--- src/rtl/gb_processor.sv ---
// gb_processor: single-issue 8-bit core running the SM83 register-only subset
// (8-bit ALU ops on A and register-to-register loads). One opcode per cycle,
// qualified by valid; the result is architecturally visible one edge later.
// (HL)-operand encodings, HALT and every unsupported opcode leave state alone.
//
// Optional feature: define GBP_INCDEC_EN to execute INC r / DEC r
// (00rrr100 / 00rrr101). When undefined those opcodes are no-ops.
//
// Ports:
//   clock       in   1  rising-edge clock
//   reset       in   1  synchronous, active-high; wins over valid
//   instruction in   8  opcode, sampled when valid=1
//   valid       in   1  qualifies instruction this cycle
//   probe       out 64  {A,F,B,C,D,E,H,L}
module gb_processor (
  input  logic        clock,
  input  logic        reset,
  input  logic [7:0]  instruction,
  input  logic        valid,
  output logic [63:0] probe
);

  logic [7:0] a_q, f_q, b_q, c_q, d_q, e_q, h_q, l_q;
  logic [7:0] a_d, f_d, b_d, c_d, d_d, e_d, h_d, l_d;

  logic [7:0]  src_val;
  logic        wr_en;
  logic [2:0]  wr_idx;
  logic [7:0]  wr_val;
  logic [15:0] alu_out;

  // Returns {result[7:0], Z, N, H, C, 4'b0}.
  function automatic logic [15:0] alu(input logic [2:0] opsel,
                                      input logic [7:0] a,
                                      input logic [7:0] s,
                                      input logic       cin);
    logic [8:0] sum;
    logic [4:0] nib;
    logic [7:0] r;
    logic       ci, n, h, c;
    ci  = (opsel == 3'd1 || opsel == 3'd3) ? cin : 1'b0;
    sum = '0;
    nib = '0;
    r   = '0;
    n   = 1'b0;
    h   = 1'b0;
    c   = 1'b0;
    case (opsel)
      3'd0, 3'd1: begin
        sum = {1'b0, a} + {1'b0, s} + {8'b0, ci};
        nib = {1'b0, a[3:0]} + {1'b0, s[3:0]} + {4'b0, ci};
        r   = sum[7:0];
        h   = nib[4];
        c   = sum[8];
      end
      3'd2, 3'd3, 3'd7: begin
        // A negative 9-/5-bit difference sets the top bit: that is the borrow.
        sum = {1'b0, a} - {1'b0, s} - {8'b0, ci};
        nib = {1'b0, a[3:0]} - {1'b0, s[3:0]} - {4'b0, ci};
        r   = sum[7:0];
        n   = 1'b1;
        h   = nib[4];
        c   = sum[8];
      end
      3'd4: begin
        r = a & s;
        h = 1'b1;
      end
      3'd5: r = a ^ s;
      default: r = a | s;
    endcase
    return {r, (r == 8'h00), n, h, c, 4'b0000};
  endfunction

`ifdef GBP_INCDEC_EN
  // Returns {result[7:0], Z, N, H, C, 4'b0}; carry passes through untouched.
  function automatic logic [15:0] incdec(input logic       is_dec,
                                         input logic [7:0] v,
                                         input logic       cin);
    logic [7:0] r;
    logic       h;
    if (is_dec) begin
      r = v - 8'd1;
      h = (v[3:0] == 4'h0);
    end else begin
      r = v + 8'd1;
      h = (v[3:0] == 4'hF);
    end
    return {r, (r == 8'h00), is_dec, h, cin, 4'b0000};
  endfunction
`endif

  always_comb begin
    case (instruction[2:0])
      3'd0:    src_val = b_q;
      3'd1:    src_val = c_q;
      3'd2:    src_val = d_q;
      3'd3:    src_val = e_q;
      3'd4:    src_val = h_q;
      3'd5:    src_val = l_q;
      3'd7:    src_val = a_q;
      default: src_val = 8'h00;
    endcase
  end

  always_comb begin
    a_d = a_q;
    f_d = f_q;
    b_d = b_q;
    c_d = c_q;
    d_d = d_q;
    e_d = e_q;
    h_d = h_q;
    l_d = l_q;
    wr_en   = 1'b0;
    wr_idx  = instruction[5:3];
    wr_val  = src_val;
    alu_out = alu(instruction[5:3], a_q, src_val, f_q[4]);

    if (valid) begin
      if (instruction[7:6] == 2'b01) begin
        // Register load; any (HL) index, including HALT, does nothing.
        wr_en = (instruction[5:3] != 3'd6) && (instruction[2:0] != 3'd6);
      end else if (instruction[7:6] == 2'b10) begin
        if (instruction[2:0] != 3'd6) begin
          f_d    = alu_out[7:0];
          wr_en  = (instruction[5:3] != 3'd7);  // CP leaves A alone
          wr_idx = 3'd7;
          wr_val = alu_out[15:8];
        end
      end
`ifdef GBP_INCDEC_EN
      else if (instruction[7:6] == 2'b00 && instruction[2:1] == 2'b10 &&
               instruction[5:3] != 3'd6) begin
        case (instruction[5:3])
          3'd0:    alu_out = incdec(instruction[0], b_q, f_q[4]);
          3'd1:    alu_out = incdec(instruction[0], c_q, f_q[4]);
          3'd2:    alu_out = incdec(instruction[0], d_q, f_q[4]);
          3'd3:    alu_out = incdec(instruction[0], e_q, f_q[4]);
          3'd4:    alu_out = incdec(instruction[0], h_q, f_q[4]);
          3'd5:    alu_out = incdec(instruction[0], l_q, f_q[4]);
          default: alu_out = incdec(instruction[0], a_q, f_q[4]);
        endcase
        f_d    = alu_out[7:0];
        wr_en  = 1'b1;
        wr_val = alu_out[15:8];
      end
`endif
    end

    if (wr_en) begin
      case (wr_idx)
        3'd0:    b_d = wr_val;
        3'd1:    c_d = wr_val;
        3'd2:    d_d = wr_val;
        3'd3:    e_d = wr_val;
        3'd4:    h_d = wr_val;
        3'd5:    l_d = wr_val;
        3'd7:    a_d = wr_val;
        default: ;
      endcase
    end
  end

  always_ff @(posedge clock) begin
    if (reset) begin
      a_q <= 8'h01;
      f_q <= 8'hB0;
      b_q <= 8'h00;
      c_q <= 8'h13;
      d_q <= 8'h00;
      e_q <= 8'hD8;
      h_q <= 8'h01;
      l_q <= 8'h4D;
    end else begin
      a_q <= a_d;
      f_q <= f_d;
      b_q <= b_d;
      c_q <= c_d;
      d_q <= d_d;
      e_q <= e_d;
      h_q <= h_d;
      l_q <= l_d;
    end
  end

  assign probe = {a_q, f_q, b_q, c_q, d_q, e_q, h_q, l_q};

endmodule

--- config.mk ---
export PLATFORM = sky130hd
export DESIGN_NAME = gb_processor
export DESIGN_NICKNAME = d
export VERILOG_FILES = /design/src/rtl/gb_processor.sv
export SDC_FILE = /design/constraint.sdc
export NUM_CORES = 1
export LEC_CHECK = 0
export ABC_AREA = 1
export BUFFER_PORTS_ARGS = -buffer_cell sky130_fd_sc_hd__buf_2
export CORE_MARGIN = 4
export CORE_UTILIZATION = 25
export DETAILED_ROUTE_END_ITERATION = 12
export PLACE_DENSITY = 0.5
export SKIP_LAST_GASP = 1
export SYNTH_ARGS = -nofsm -noshare
export SYNTH_HDL_FRONTEND = slang
export SYNTH_SLANG_ARGS = --single-unit
--- constraint.sdc ---
create_clock -name clock -period 8.95 [get_ports clock]
set_clock_uncertainty 0.1 [all_clocks]
set_input_delay 0 -clock clock [delete_from_list [all_inputs] [get_ports clock]]
set_output_delay 0 -clock clock [all_outputs]
set_load 0.02 [all_outputs]
# Word level (Yosys, flattened, before mapping)
# Index checks and enable logic that the tools add are counted.
# totals
reg_bits,60
latch_bits,0
ram_bits,0
mem_bits_ro,0
input_bits,11
out_inout_bits,64
wordCells,77
memories,0
# op_classes
addsub,8
multipliers,0
div,0
n_lt_le_gt_ge,0
eq_ne,23
n_shift,0
n_mux,18
bitwise,4
n_reduce_logical,16
# ops
op,n
8-bit case mux with 7 select lines,1
8-bit 2-to-1 mux,4
8-bit case mux with 4 select lines,1
3-bit equality test (second input constant),9
3-bit by 2-bit equality test with 1-bit output (second input constant),6
2-bit AND reduction,7
3-bit 2-to-1 mux,4
8-bit by 8-bit adder with 9-bit output,1
9-bit by 1-bit adder with 9-bit output,1
3-bit by 1-bit equality test with 1-bit output (second input constant),3
3-bit zero test,3
3-bit inequality test (second input constant),3
8-bit by 8-bit subtractor with 9-bit output,1
9-bit by 1-bit subtractor with 9-bit output,1
8-bit AND,1
8-bit zero test,1
8-bit OR,1
8-bit bitwise XOR,1
1-bit 2-to-1 mux,6
4-bit by 4-bit adder with 5-bit output,1
5-bit by 1-bit adder with 5-bit output,1
4-bit by 4-bit subtractor with 5-bit output,1
5-bit by 1-bit subtractor with 5-bit output,1
4-bit AND reduction,1
other kinds (9),9

# Logic depth before layout (Yosys ltp)
# Gate-level depths: netlist of the first run.
# logic_depth
ltp_word,9
mapped_depth,24
depth_no_buf,23

# Worst setup path after synthesis of the first run
# No wires, ideal clock.
# synth_timing
kind,register to register
from,register a_q[0]
to,register a_q[4]
setup_time_ns,0.115
arrival_ns,2.867
required_time_ns,8.735
slack_ns,5.868
path_stages_with_launch,18
path_buffers,0
period_less_slack_ns,3.082
cell_sequence,dfxtp_1 > inv_1 > nor2_1 > a21oi_1 > inv_1 > nor2_1 > nand2_1 > inv_1 > fa_1 > fa_1 > nand3_1 > nand3_1 > nand3_1 > nand3_1 > o21ai_0 > nand2_1 > o21ai_0 > inv_1
# synth_between
elab_chain_cells,8
elab_cells_between_ends,10
cone_classes,add/sub: 4; mux: 6
# synth_lines
item,line,source
"start, declared",23,"logic [7:0] a_q, f_q, b_q, c_q, d_q, e_q, h_q, l_q;"
"start signal, assigned",167,a_q <= 8'h01;
"start signal, assigned",176,a_q <= a_d;
8-bit case mux with 7 select lines,94,case (instruction[2:0])
8-bit by 8-bit subtractor with 9-bit output or 8-bit by 8-bit adder with 9-bit output (tied branches),"58, 50",
9-bit by 1-bit subtractor with 9-bit output or 9-bit by 1-bit adder with 9-bit output (tied branches),"58, 50",
8-bit case mux with 4 select lines *,48,case (opsel)
8-bit 2-to-1 mux *,125,if (instruction[2:0] != 3'd6) begin
8-bit 2-to-1 mux *,124,end else if (instruction[7:6] == 2'b10) begin
8-bit 2-to-1 mux *,121,if (instruction[7:6] == 2'b01) begin
8-bit 2-to-1 mux *,120,if (valid) begin
# Mark *: on every way between the ends. The rest lies on a longest branch, timed or not.
# A chain may end at the register's enable or synchronous reset.

# Worst setup path in the final report of the first run
# layout_timing
from,register a_q[0]
to,register h_q[4]
# layout_between
elab_chain_cells,8
elab_cells_between_ends,10
cone_classes,add/sub: 4; mux: 6
# layout_lines
item,line,source
8-bit case mux with 7 select lines,94,
8-bit by 8-bit subtractor with 9-bit output or 8-bit by 8-bit adder with 9-bit output (tied branches),"58, 50",
9-bit by 1-bit subtractor with 9-bit output or 9-bit by 1-bit adder with 9-bit output (tied branches),"58, 50",
8-bit case mux with 4 select lines *,48,
8-bit 2-to-1 mux *,125,
8-bit 2-to-1 mux *,124,
8-bit 2-to-1 mux *,121,
8-bit 2-to-1 mux *,120,
"end signal, assigned",173,h_q <= 8'h01;
"end signal, assigned",182,h_q <= h_d;
"end, declared",23,
# Marked as above.

==> load_flow_metrics.sql, run 1 <==
INSERT INTO impl_metrics (metric_group, metric, value, unit) VALUES
('run_status', 'outcome', 'complete, no violations', ''),
('synth', 'dominant_combinational_cell_family_by_area_after_synthesis', 'simple AND/OR/NAND/NOR gates', ''),
('synth', 'synth.most_common_cell', 'nand2_1', ''),
('placed_design', 'final_gp_congestion', '0.925', ''),
('worst_setup_path', 'worstSetupStartpointType', 'flop', ''),
('cells_and_area', 'fillers', '1971', ''),
('floorplan', 'total_i_o_pin_count', '75', ''),
('cts', 'clkSinkCount', '60', ''),
('global_route', 'pin_count_of_the_biggest_net_entering_global_routing', '55', ''),
('placed_design', 'dp_hpwl', '12700', 'µm'),
('cells_and_area', 'num-nets-final', '832', ''),
('synth', 'postSynthAreaPerCell', '6.15', 'µm²'),
('cts', 'tritoncts', 'done', ''),
('cts', 'cts.root.buffer_cell', 'clkbuf_16', ''),
('pwr', 'irDropWorstVdd', '104', 'µV'),
('synth', 'synth_seq_area_share', '27.0', '%'),
('route', 'viasPerCell', '4.66', ''),
('route', 'detail_route.iter0.violations', '339', ''),
('synth', 'postSynth.asyncResetShare', '0', '%'),
('global_route', 'grt_pass1_wl', '24800', 'µm'),
('worst_setup_path', 'crit_type', 'reg -> reg', ''),
('synth', 'synth.lib_cells_used.distinct', '36', ''),
('hold_path', 'hold_class', 'in -> reg', ''),
('worst_setup_path', 'cp.arrival', '3.64', 'ns'),
('synth', 'number_of_enable_flip_flop_cells_after_synthesis', '0', ''),
('cells_and_area', 'post_route_cells_drive_above_1_share', '13.8', '%'),
('synth', 'synth_largest_area_cell', 'dfxtp_1', ''),
('synth', 'share_of_the_synthesized_area_in_compound_gates_ao_oa_aoi_oai', '15.0', '%'),
('floorplan', 'dieHeight', '141', 'µm'),
('pwr', 'static-leakage-power', '2.84', 'nW'),
('sta', 'clock.fmax', '285', 'MHz'),
('route', 'count_of_vias_placed_by_the_detailed_router', '4742', ''),
('cts', 'clk_latency', '0.34', 'ns'),
('floorplan', 'initial_core_util', '25.6', '%'),
('sta', 'maxSlewViolCount', '0', ''),
('cts', 'number_of_levels_in_the_clock_h_tree', '3', ''),
('synth', 'synth_common_cells', '171 x nand2_1, 159 x inv_1, 68 x a21oi_1, 67 x nand3_1, 60 x dfxtp_1', ''),
('route', 'routed_wire_length_per_instance', '15.7', 'µm'),
('cts', 'cts-buffers-inserted', '9', ''),
('route', 'firstDrtPassIters', '5', ''),
('floorplan', 'core_region_area', '17400', 'µm²'),
('pwr', 'power_density', '148', 'nW/µm²'),
('global_route', 'antenna_found_initial', '0', ''),
('placed_design', 'placed_cells', '1001', ''),
('synth', 'synth_warnings', '0', ''),
('route', 'drcViolationCount', '0', ''),
('worst_setup_path', 'crit_path_end_kind', 'flop', ''),
('synth', 'synth_top_cell_area_share', '27.0', '%'),
('global_route', 'global_route.usage.total', '16.1', '%'),
('floorplan', 'floorplan.rows', '48', ''),
('synth', 'synthMuxAreaShare', '0', '%'),
('sta', 'final_report_hold_violation_count', '0', ''),
('cts', 'cts-resized-gates', '0', ''),
('route', 'drt-total-wl', '15900', 'µm'),
('worst_setup_path', 'timing.critical_path.cells', 'inv_1, nor2_1, a21oi_1, inv_1, nor2_1, nand2_1, inv_1, fa_1, fa_1, nand3_1, nand3_1, nand3_1, nand3_1, o21ai_0, nand2_1, o21ai_0, inv_1', ''),
('sta', 'slew_headroom', '58.9', '%'),
('synth', 'synth_flop_cell', 'dfxtp_1', ''),
('synth', 'synth.top_cells.by_area', 'dfxtp_1 27%, nand2_1 14%, inv_1 13%, ha_1 8.4%, a21oi_1 7.7%', ''),
('route', 'final_antenna_net_count', '0', ''),
('sta', 'fin_tns_setup', '0', 'ns'),
('cells_and_area', 'final_cells', '1017', ''),
('worst_setup_path', 'critPathMaxStageDelay', '0.46', 'ns'),
('worst_setup_path', 'critPathSlowestCell', 'dfxtp_1', ''),
('sta', 'final_period_util', '39.2', '%'),
('sta', 'period_needed', '3.51', 'ns'),
('worst_setup_path', 'worstPathRequired', '9.08', 'ns'),
('cts', 'ctsHoldBuffers', '0', ''),
('sta', 'grt_setup_unrepaired', 'no', ''),
('cts', 'cts-root-to-sink-buffers', '2', ''),
('synth', 'parity_gate_share_of_the_synthesized_area_counting_xor_and_xnor_cells', '0.197', '%'),
('synth', 'syn_inst', '722', '');
[worst max-delay path, delay by kind of cell (launching register included)]
kind / cells / cell delay [ns]
buffers and inverters: 4 / 0.31
and+or+nand+nor: 8 / 0.98
adders and majority gates: 2 / 0.92
DFF: 1 / 0.46
AOI/OAI and AO/OA: 3 / 0.62
[registers in the layout, indices dropped and copies added (netlist names)]
register	flops
a_q	8
b_q	8
c_q	8
d_q	8
e_q	8
h_q	8
l_q	8
f_q	4
[cell usage in the layout (no fill, tap or decap), types with 9 or more instances in the layout]
master,n
dfxtp_1,60
o22ai_1,12
nor2_1,51
buf_2,70
nand3_1,67
clkbuf_16,9
nand4_1,10
o21ai_0,34
inv_1,159
ha_1,30
a21oi_1,68
nand2_1,171
[final cells by class]
| cell class | count | area (µm²) | area share, % |
|---|---|---|---|
| clock buffer | 10 | 239 | 4.55 |
| clock inverter | 6 | 38.8 | 0.738 |
| inverter | 164 | 617 | 11.7 |
| multi-input combinational | 481 | 2520 | 47.9 |
| sequential | 60 | 1200 | 22.9 |
| tap | 225 | 282 | 5.36 |
| timing repair buffer | 71 | 358 | 6.81 |
[routing by layer]
| metal | vias up | global-route usage (%) | wire, µm |
|---|---|---|---|
| li1 | 2380 | - | - |
| met1 | 2161 | 22.4 | 7670 |
| met2 | 178 | 24.5 | 6930 |
| met3 | 23 | 3.57 | 976 |
| met4 | 0 | 5.46 | 345 |
| met5 | - | 0 | 0 |
[power by group]
group          leakage (nW)  switching, W  internal (W)
sequential            0.486    0.00000495      0.000273
clock                 0.135      0.000133      0.000194
combinational          2.22      0.000119     0.0000514
[per-stage QoR]
| step | utilization, % | total power, W | hold slack, ns | setup slack [ns] | area, µm² |
|---|---|---|---|---|---|
| 2_1_floorplan | - | 0.000406 | 0.188 | 5.87 | 4450 |
| 3_3_place_gp | 28.7 | 0.000454 | 0.337 | 5.54 | 4980 |
| 3_5_place_dp | 28.7 | 0.000454 | 0.335 | 5.47 | 4980 |
| 4_1_cts | 30.3 | 0.000783 | 0.0821 | 5.45 | 5250 |
| 5_1_grt | 30.3 | 0.000817 | 0.137 | 5.06 | 5250 |
| 6_report | 30.3 | 0.000776 | 0.0971 | 5.44 | 5250 |
[final timing paths]
check                      start  slack (ns)     end  depth (start not counted)
setup reg to reg          a_q[0]        5.44  h_q[4]                         17
hold reg to reg           f_q[5]        0.38  f_q[5]                          2
setup / recovery          a_q[0]        5.44  h_q[4]                         17
hold / removal    instruction[4]         0.1  f_q[6]                          3
[kinds of logic after synthesis]
| group | after synthesis |
|---|---|
| simple gates | 317 |
| xor+xnor | 1 |
| other cells | 1 |
| buf+inv | 184 |
| compound gates | 125 |
| fa+ha+maj | 34 |
| flops | 60 |
Power figures use the tool's default switching activity.
==> run 2, diff against run 1 <==
ABC_AREA = 0   (was 1)
clock period = 3.55 ns   (was 8.95 ns; I/O delays follow)
==> run 2 against run 1 <==
Effect of this change:
- maximum frequency up 1.8%
- sequential cell count unchanged
- critical endpoint is now f_q[7]
- total power rose to 2.6 times the previous value
- largest power group unchanged
- core utilization up 1.9 points
- critical path type unchanged
- register-to-register slack worse by 5.3 ns
- via count down 15%
- cell count down 20%
- non-clock buffer count up 37
- wire length down 15%
- synthesized cell count down 31%
==> load_flow_metrics.sql, run 2 <==
INSERT INTO impl_metrics (metric_group, metric, value, unit) VALUES
('route', 'count_of_vias_placed_by_the_detailed_router', '4030', ''),
('cells_and_area', 'n_antenna_cell', '0', ''),
('floorplan', 'initial_core_util', '25.4', '%'),
('route', 'drt-total-wl', '13600', 'µm'),
('sta', 'period_needed', '3.45', 'ns'),
('worst_setup_path', 'worst-path-max-fanout', '4', ''),
('synth', 'synth_common_cells', '71 x nor2_1, 60 x dfxtp_1, 43 x a211oi_1, 30 x ha_1, 30 x nand2_1', ''),
('worst_setup_path', 'crit_path_end_kind', 'flop', ''),
('synth', 'synth.top_cells.by_area', 'dfxtp_1 29%, ha_1 8.9%, a211oi_1 7.7%, nor2_1 6.3%, mux2_2 2.7%', ''),
('sta', 'final_report_hold_violation_count', '0', ''),
('pwr', 'switching_power', '0.000593', 'W'),
('worst_setup_path', 'critPathMaxStageDelay', '0.56', 'ns'),
('sta', 'layout_setup_ws', '0.104', 'ns'),
('sta', 'finalSetupViolCount', '0', ''),
('pwr', 'power_frac_clock', '41.1', '%'),
('cts', 'clkSinkCount', '60', ''),
('placed_design', 'final_gp_congestion', '0.904', ''),
('placed_design', 'dp_hpwl', '10400', 'µm'),
('cells_and_area', 'final_area', '5320', 'µm²'),
('route', 'firstDrtPassIters', '5', ''),
('global_route', 'grt_pass1_wl', '21800', 'µm'),
('worst_setup_path', 'ff2ff_path_depth', '12', ''),
('global_route', 'vias_in_the_first_global_route', '3983', ''),
('cells_and_area', 'layout-area-overhead-vs-synth', '26.8', '%'),
('worst_setup_path', 'crit_type', 'reg -> reg', ''),
('floorplan', 'total_i_o_pin_count', '75', ''),
('cts', 'clk_latency', '0.32', 'ns'),
('hold_path', 'timing.hold.worst_path_depth', '5', ''),
('cells_and_area', 'mostFrequentLayoutCells', '71 x nor2_1, 70 x buf_2, 58 x dfxtp_1', ''),
('pwr', 'static-leakage-power', '2.14', 'nW'),
('pwr', 'p_int', '0.00145', 'W'),
('worst_setup_path', 'startpoint', 'l_q[0]', ''),
('route', 'detail_route.iter0.violations', '191', ''),
('global_route', 'antenna_found_initial', '0', ''),
('sta', 'grt_setup_unrepaired', 'yes', ''),
('hold_path', 'hold_class', 'in -> reg', ''),
('synth', 'synth_largest_area_cell', 'dfxtp_1', ''),
('worst_setup_path', 'r2r-start', 'l_q[0]', ''),
('pwr', 'pwr-share-seq', '34.1', '%'),
('floorplan', 'dieWidth', '138', 'µm'),
('floorplan', 'floorplan.rows', '47', ''),
('cells_and_area', 'num-nets-final', '635', ''),
('synth', 'syn_inst', '500', ''),
('synth', 'netlist_area', '4200', 'µm²'),
('cts', 'cts-root-to-sink-buffers', '2', ''),
('floorplan', 'design.die.area', '18900', 'µm²'),
('worst_setup_path', 'endpoint_of_the_worst_slack_reg_to_reg_timing_path', 'f_q[7]', ''),
('worst_setup_path', 'setup.reg_to_reg.worst_slack', '0.10', 'ns'),
('synth', 'postSynthAreaPerCell', '8.40', 'µm²'),
('synth', 'synth_warnings', '0', ''),
('placed_design', 'preCtsSetupSlack', '0.0198', 'ns'),
('sta', 'final_period_util', '97.1', '%'),
('cts', 'ctsHoldBuffers', '0', ''),
('synth', 'synth_top_cell_area_share', '28.6', '%'),
('route', 'drcViolationCount', '0', ''),
('sta', 'fin_hold_ws', '0.133', 'ns'),
('sta', 'tightest_slew', '1.11', 'ns'),
('pwr', 'swShare', '29.0', '%'),
('route', 'viasPerCell', '4.95', ''),
('run_status', 'outcome', 'complete, no violations', ''),
('global_route', 'global_route.usage.total', '14.6', '%'),
('route', 'final_antenna_net_count', '0', ''),
('sta', 'clock.fmax', '290', 'MHz'),
('cts', 'tritoncts', 'done', ''),
('pwr', 'final_total_power', '0.00205', 'W'),
('pwr', 'irDropWorstVdd', '274', 'µV'),
('route', 'routed_wire_length_per_instance', '16.7', 'µm'),
('cts', 'number_of_levels_in_the_clock_h_tree', '3', ''),
('placed_design', 'post_dp_cell_area', '4950', 'µm²'),
('synth', 'synth.lib_cells_used.distinct', '75', ''),
('cells_and_area', 'final_common_cell', 'nor2_1', ''),
('cts', 'clk_transition_reported_paths', '0.05', 'ns'),
('sta', 'maxSlewViolCount', '0', ''),
('hold_path', 'holdPathEnd', 'a_q[2]', ''),
('synth', 'number_of_enable_flip_flop_cells_after_synthesis', '0', ''),
('synth', 'postSynth.asyncResetShare', '0', '%'),
('worst_setup_path', 'critPathSlowestCell', 'or4_4', ''),
('synth', 'ys_ff_latch', '60', ''),
('cts', 'cts-buffers-inserted', '9', ''),
('synth', 'synth_seq_area_share', '28.6', '%'),
('cts', 'cts.root.buffer_cell', 'clkbuf_16', ''),
('sta', 'slew_headroom', '26.0', '%'),
('worst_setup_path', 'worstPathRequired', '3.69', 'ns'),
('worst_setup_path', 'cp.arrival', '3.58', 'ns'),
('flow_run', 'max_cap_violations', '0', ''),
('placed_design', 'port_buffers', '70', ''),
('global_route', 'grt.overflow.total', '0', ''),
('worst_setup_path', 'worstSetupStartpointType', 'flop', ''),
('pwr', 'power_density', '385', 'nW/µm²'),
('synth', 'synth_flop_cell', 'dfxtp_1', ''),
('synth', 'synth.most_common_cell', 'nor2_1', ''),
('floorplan', 'dieHeight', '138', 'µm'),
('sta', 'fin_tns_setup', '0', 'ns'),
('hold_path', 'hold_path.startpoint', 'valid', ''),
('pwr', 'power.combinational.fraction', '24.8', '%'),
('worst_setup_path', 'timing.critical_path.cells', 'mux2_2, a22oi_1, o21ai_2, inv_2, fa_2, fa_2, o21a_1, or3_1, a31oi_2, a31oi_2, or4_4, o31ai_2', ''),
('global_route', 'pin_count_of_the_biggest_net_entering_global_routing', '61', ''),
('cells_and_area', 'post_route_cells_drive_above_1_share', '28.8', '%'),
('floorplan', 'core_region_area', '16500', 'µm²');
run 2: area by class of cell:
type | count | area, µm²
clock buffers | 13 | 250
clock inverters | 2 | 35.0
fillers | 1768 | 11200
inverters | 31 | 116
multi-input cells | 380 | 2790
flip-flops and latches | 60 | 1200
well taps | 220 | 275
repair buffers | 108 | 648
run 2: worst max-delay path by stage:
stage | endpoint | depth (start not counted) | slack (ns)
after floorplan | f_q[7] | 12 | 0.08
after global placement | f_q[7] | 13 | 0.06
after detailed placement | f_q[7] | 12 | 0.02
after CTS | f_q[7] | 12 | 0.02
after global routing | f_q[7] | 13 | -0.05
final | f_q[7] | 12 | 0.10
run 2: repair_timing:
item	in CTS	in global routing
pin swaps	0	8
gates cloned	0	0
setup buffers	0	1
gates resized for setup	1	16
setup endpoints to repair	1	14
run 2: critical path, delay by kind of cell, from the launching register on:
| kind | cells | cell delay [ns] |
|---|---|---|
| AO/OA/AOI/OAI | 6 | 1.00 |
| adder cells (fa/ha/maj) | 2 | 0.76 |
| buffers and inverters | 1 | 0.08 |
| flip-flops | 1 | 0.36 |
| multiplexers | 1 | 0.16 |
| AND/OR/NAND/NOR | 2 | 0.89 |
run 2: metal layers:
metal | vias to the layer above | routed length, µm | global-route usage (%)
met5 | - | 0 | 0
met4 | 0 | 133 | 3.82
met1 | 1928 | 6340 | 19.3
met3 | 12 | 572 | 3.25
met2 | 101 | 6540 | 23.8
li1 | 1989 | - | -
run 2: metrics by stage:
| stage | utilization (%) | cells |
|---|---|---|
| 2_1_floorplan | - | 503 |
| 3_3_place_gp | 30.0 | 798 |
| 3_5_place_dp | 30.0 | 798 |
| 4_1_cts | 31.7 | 813 |
| 5_1_grt | 32.2 | 814 |
| 6_report | 32.2 | 814 |
run 2: logic make-up (layout without fill, tap and decap cells):
family	after synthesis	after routing	share of synthesized area, %
AOI/OAI and AO/OA	146	146	26.2
buffers and inverters	63	154	7.03
adders and majority gates	34	34	10.8
muxes	21	21	6.79
DFF	60	60	28.6
and+or+nand+nor	169	169	19.2
other	1	4	0.0893
xor gates and xnor gates	6	6	1.25
run 2: power groups by stage:
stage | clock network [W] | registers, W | logic (W)
2_1_floorplan | 0 | 0.000728 | 0.000318
3_3_place_gp | 0 | 0.000712 | 0.000467
3_5_place_dp | 0 | 0.000713 | 0.000475
4_1_cts | 0.000859 | 0.000699 | 0.000477
5_1_grt | 0.000885 | 0.000700 | 0.000558
6_report | 0.000842 | 0.000699 | 0.000507
==> run 3, diff against run 2 <==
CORE_UTILIZATION = 30   (was 25)
PLACE_DENSITY = 0.56   (was 0.5)
==> run 3 against run 2 <==
Effect of this change:
- global-route usage rose by 2.1 points
- worst hold slack improved by 0.022 ns
- combinational power fell by 2%
- largest power group unchanged
==> load_flow_metrics.sql, run 3 (synthesized netlist as in run 2, its figures left out) <==
INSERT INTO impl_metrics (metric_group, metric, value, unit) VALUES
('sta', 'period_needed', '3.41', 'ns'),
('sta', 'fin_tns_setup', '0', 'ns'),
('flow_run', 'max_cap_violations', '0', ''),
('route', 'detail_route.iter0.violations', '225', ''),
('pwr', 'switching_power', '0.000628', 'W'),
('placed_design', 'port_buffers', '70', ''),
('sta', 'fin_hold_ws', '0.156', 'ns'),
('route', 'routed_wire_length_per_instance', '17.6', 'µm'),
('sta', 'slew_headroom', '23.3', '%'),
('global_route', 'antenna_found_initial', '0', ''),
('worst_setup_path', 'r2r-start', 'c_q[3]', ''),
('cts', 'clk_transition_reported_paths', '0.06', 'ns'),
('global_route', 'vias_in_the_first_global_route', '4038', ''),
('worst_setup_path', 'critical_path.endpoint', 'f_q[7]', ''),
('cts', 'clkSinkCount', '60', ''),
('pwr', 'power_frac_clock', '44.9', '%'),
('worst_setup_path', 'setup.reg_to_reg.worst_slack', '0.14', 'ns'),
('floorplan', 'dieWidth', '126', 'µm'),
('cells_and_area', 'n_antenna_cell', '0', ''),
('floorplan', 'total_i_o_pin_count', '75', ''),
('pwr', 'irDropWorstVdd', '223', 'µV'),
('pwr', 'power_density', '413', 'nW/µm²'),
('floorplan', 'design.die.area', '16000', 'µm²'),
('worst_setup_path', 'endpoint_of_the_worst_slack_reg_to_reg_timing_path', 'f_q[7]', ''),
('worst_setup_path', 'worstPathRequired', '3.70', 'ns'),
('route', 'drcViolationCount', '0', ''),
('hold_path', 'timing.hold.worst_path_depth', '4', ''),
('worst_setup_path', 'crit_path_end_kind', 'flop', ''),
('cts', 'tritoncts', 'done', ''),
('cells_and_area', 'final_common_cell', 'nor2_1', ''),
('sta', 'finalSetupViolCount', '0', ''),
('global_route', 'global_route.usage.total', '16.7', '%'),
('route', 'drt-total-wl', '13400', 'µm'),
('sta', 'final_period_util', '96.1', '%'),
('cts', 'number_of_levels_in_the_clock_h_tree', '3', ''),
('floorplan', 'initial_core_util', '31.2', '%'),
('cells_and_area', 'final_area', '5260', 'µm²'),
('pwr', 'p_int', '0.00154', 'W'),
('cts', 'cts.root.buffer_cell', 'clkbuf_16', ''),
('global_route', 'grt_pass1_wl', '21600', 'µm'),
('worst_setup_path', 'cp.arrival', '3.56', 'ns'),
('floorplan', 'floorplan.rows', '42', ''),
('global_route', 'pin_count_of_the_biggest_net_entering_global_routing', '61', ''),
('sta', 'grt_setup_unrepaired', 'yes', ''),
('placed_design', 'final_gp_congestion', '0.931', ''),
('placed_design', 'post_dp_cell_area', '4830', 'µm²'),
('route', 'count_of_vias_placed_by_the_detailed_router', '4084', ''),
('pwr', 'final_total_power', '0.00217', 'W'),
('cts', 'cts-buffers-inserted', '9', ''),
('cells_and_area', 'mostFrequentLayoutCells', '71 x nor2_1, 70 x buf_2, 59 x dfxtp_1', ''),
('route', 'firstDrtPassIters', '5', ''),
('hold_path', 'hold_class', 'in -> reg', ''),
('placed_design', 'dp_hpwl', '10200', 'µm'),
('worst_setup_path', 'worst-path-max-fanout', '4', ''),
('cts', 'cts-root-to-sink-buffers', '2', ''),
('pwr', 'power.combinational.fraction', '22.9', '%'),
('cells_and_area', 'layout-area-overhead-vs-synth', '25.4', '%'),
('sta', 'tightest_slew', '1.15', 'ns'),
('sta', 'clock.fmax', '293', 'MHz'),
('worst_setup_path', 'startpoint', 'c_q[3]', ''),
('floorplan', 'dieHeight', '126', 'µm'),
('route', 'viasPerCell', '5.35', ''),
('sta', 'final_report_hold_violation_count', '0', ''),
('cts', 'clk_latency', '0.33', 'ns'),
('cells_and_area', 'post_route_cells_drive_above_1_share', '28.2', '%'),
('cells_and_area', 'num-nets-final', '628', ''),
('pwr', 'swShare', '28.9', '%'),
('pwr', 'static-leakage-power', '2.13', 'nW'),
('route', 'final_antenna_net_count', '0', ''),
('worst_setup_path', 'ff2ff_path_depth', '12', ''),
('floorplan', 'core_region_area', '13500', 'µm²'),
('worst_setup_path', 'crit_type', 'reg -> reg', ''),
('worst_setup_path', 'worstSetupStartpointType', 'flop', ''),
('sta', 'maxSlewViolCount', '0', ''),
('pwr', 'pwr-share-seq', '32.2', '%'),
('run_status', 'outcome', 'complete, no violations', ''),
('global_route', 'grt.overflow.total', '0', ''),
('cells_and_area', 'utilization', '39.1', '%');
-- run 3: cell type report --
type | count | area, µm²
tap | 176 | 220
clock inverter | 5 | 82.6
inverter | 31 | 116
multi-input combinational | 380 | 2810
timing repair buffer | 101 | 583
fill | 1410 | 8190
sequential | 60 | 1200
clock buffer | 11 | 253
-- run 3: repair_timing --
| item | 4_1_cts | 5_1_grt |
|---|---|---|
| endpoints found under the setup margin | 0 | 13 |
| buffers inserted | 0 | 1 |
| hold buffers | 0 | 0 |
| resized for setup | 0 | 17 |
-- run 3: per-stage QoR --
| stage | instances | worst slack [ns] |
|---|---|---|
| finish | 764 | 0.140 |
| global route | 764 | -0.00949 |
| CTS | 763 | 0.0368 |
| detailed placement | 747 | 0.0299 |
| global placement | 747 | 0.0608 |
| floorplan | 503 | 0.0810 |
-- run 3: how the worst min path moves through the flow --
| stage | slack (ns) | end | startpoint |
|---|---|---|---|
| 5_1_grt | 0.20 | a_q[1] | valid |
| 3_3_place_gp | 0.35 | probe[23] | e_q[7] |
| 2_1_floorplan | 0.19 | c_q[7] | valid |
| 6_report | 0.16 | c_q[7] | valid |
| 4_1_cts | 0.13 | a_q[1] | valid |
| 3_5_place_dp | 0.35 | probe[53] | f_q[5] |
-- run 3: worst max-delay path, stage by stage, from the launching register on --
cell,delay [ns]
dfxtp_1,0.33
mux2_2,0.28
a221oi_2,0.26
o22ai_2,0.15
inv_1,0.08
ha_1,0.25
ha_1,0.38
o21a_1,0.17
or3_1,0.31
a31oi_1,0.21
a31oi_2,0.08
or4_4,0.56
o31ai_2,0.17
-- run 3: routing by layer --
metal  track usage [%]  wire length [µm]
met1              21.3              6050
met2              27.8              6400
met3              4.25               763
met4              4.86               238
met5                 0                 0
-- run 3: power groups by stage --
| stage | Sequential, W | Clock [W] | Combinational, W |
|---|---|---|---|
| 6_report | 0.000699 | 0.000975 | 0.000498 |
| 5_1_grt | 0.000701 | 0.00103 | 0.000544 |
| 4_1_cts | 0.000699 | 0.000992 | 0.000463 |
| 3_5_place_dp | 0.000714 | 0 | 0.000460 |
| 3_3_place_gp | 0.000713 | 0 | 0.000451 |
| 2_1_floorplan | 0.000728 | 0 | 0.000318 |
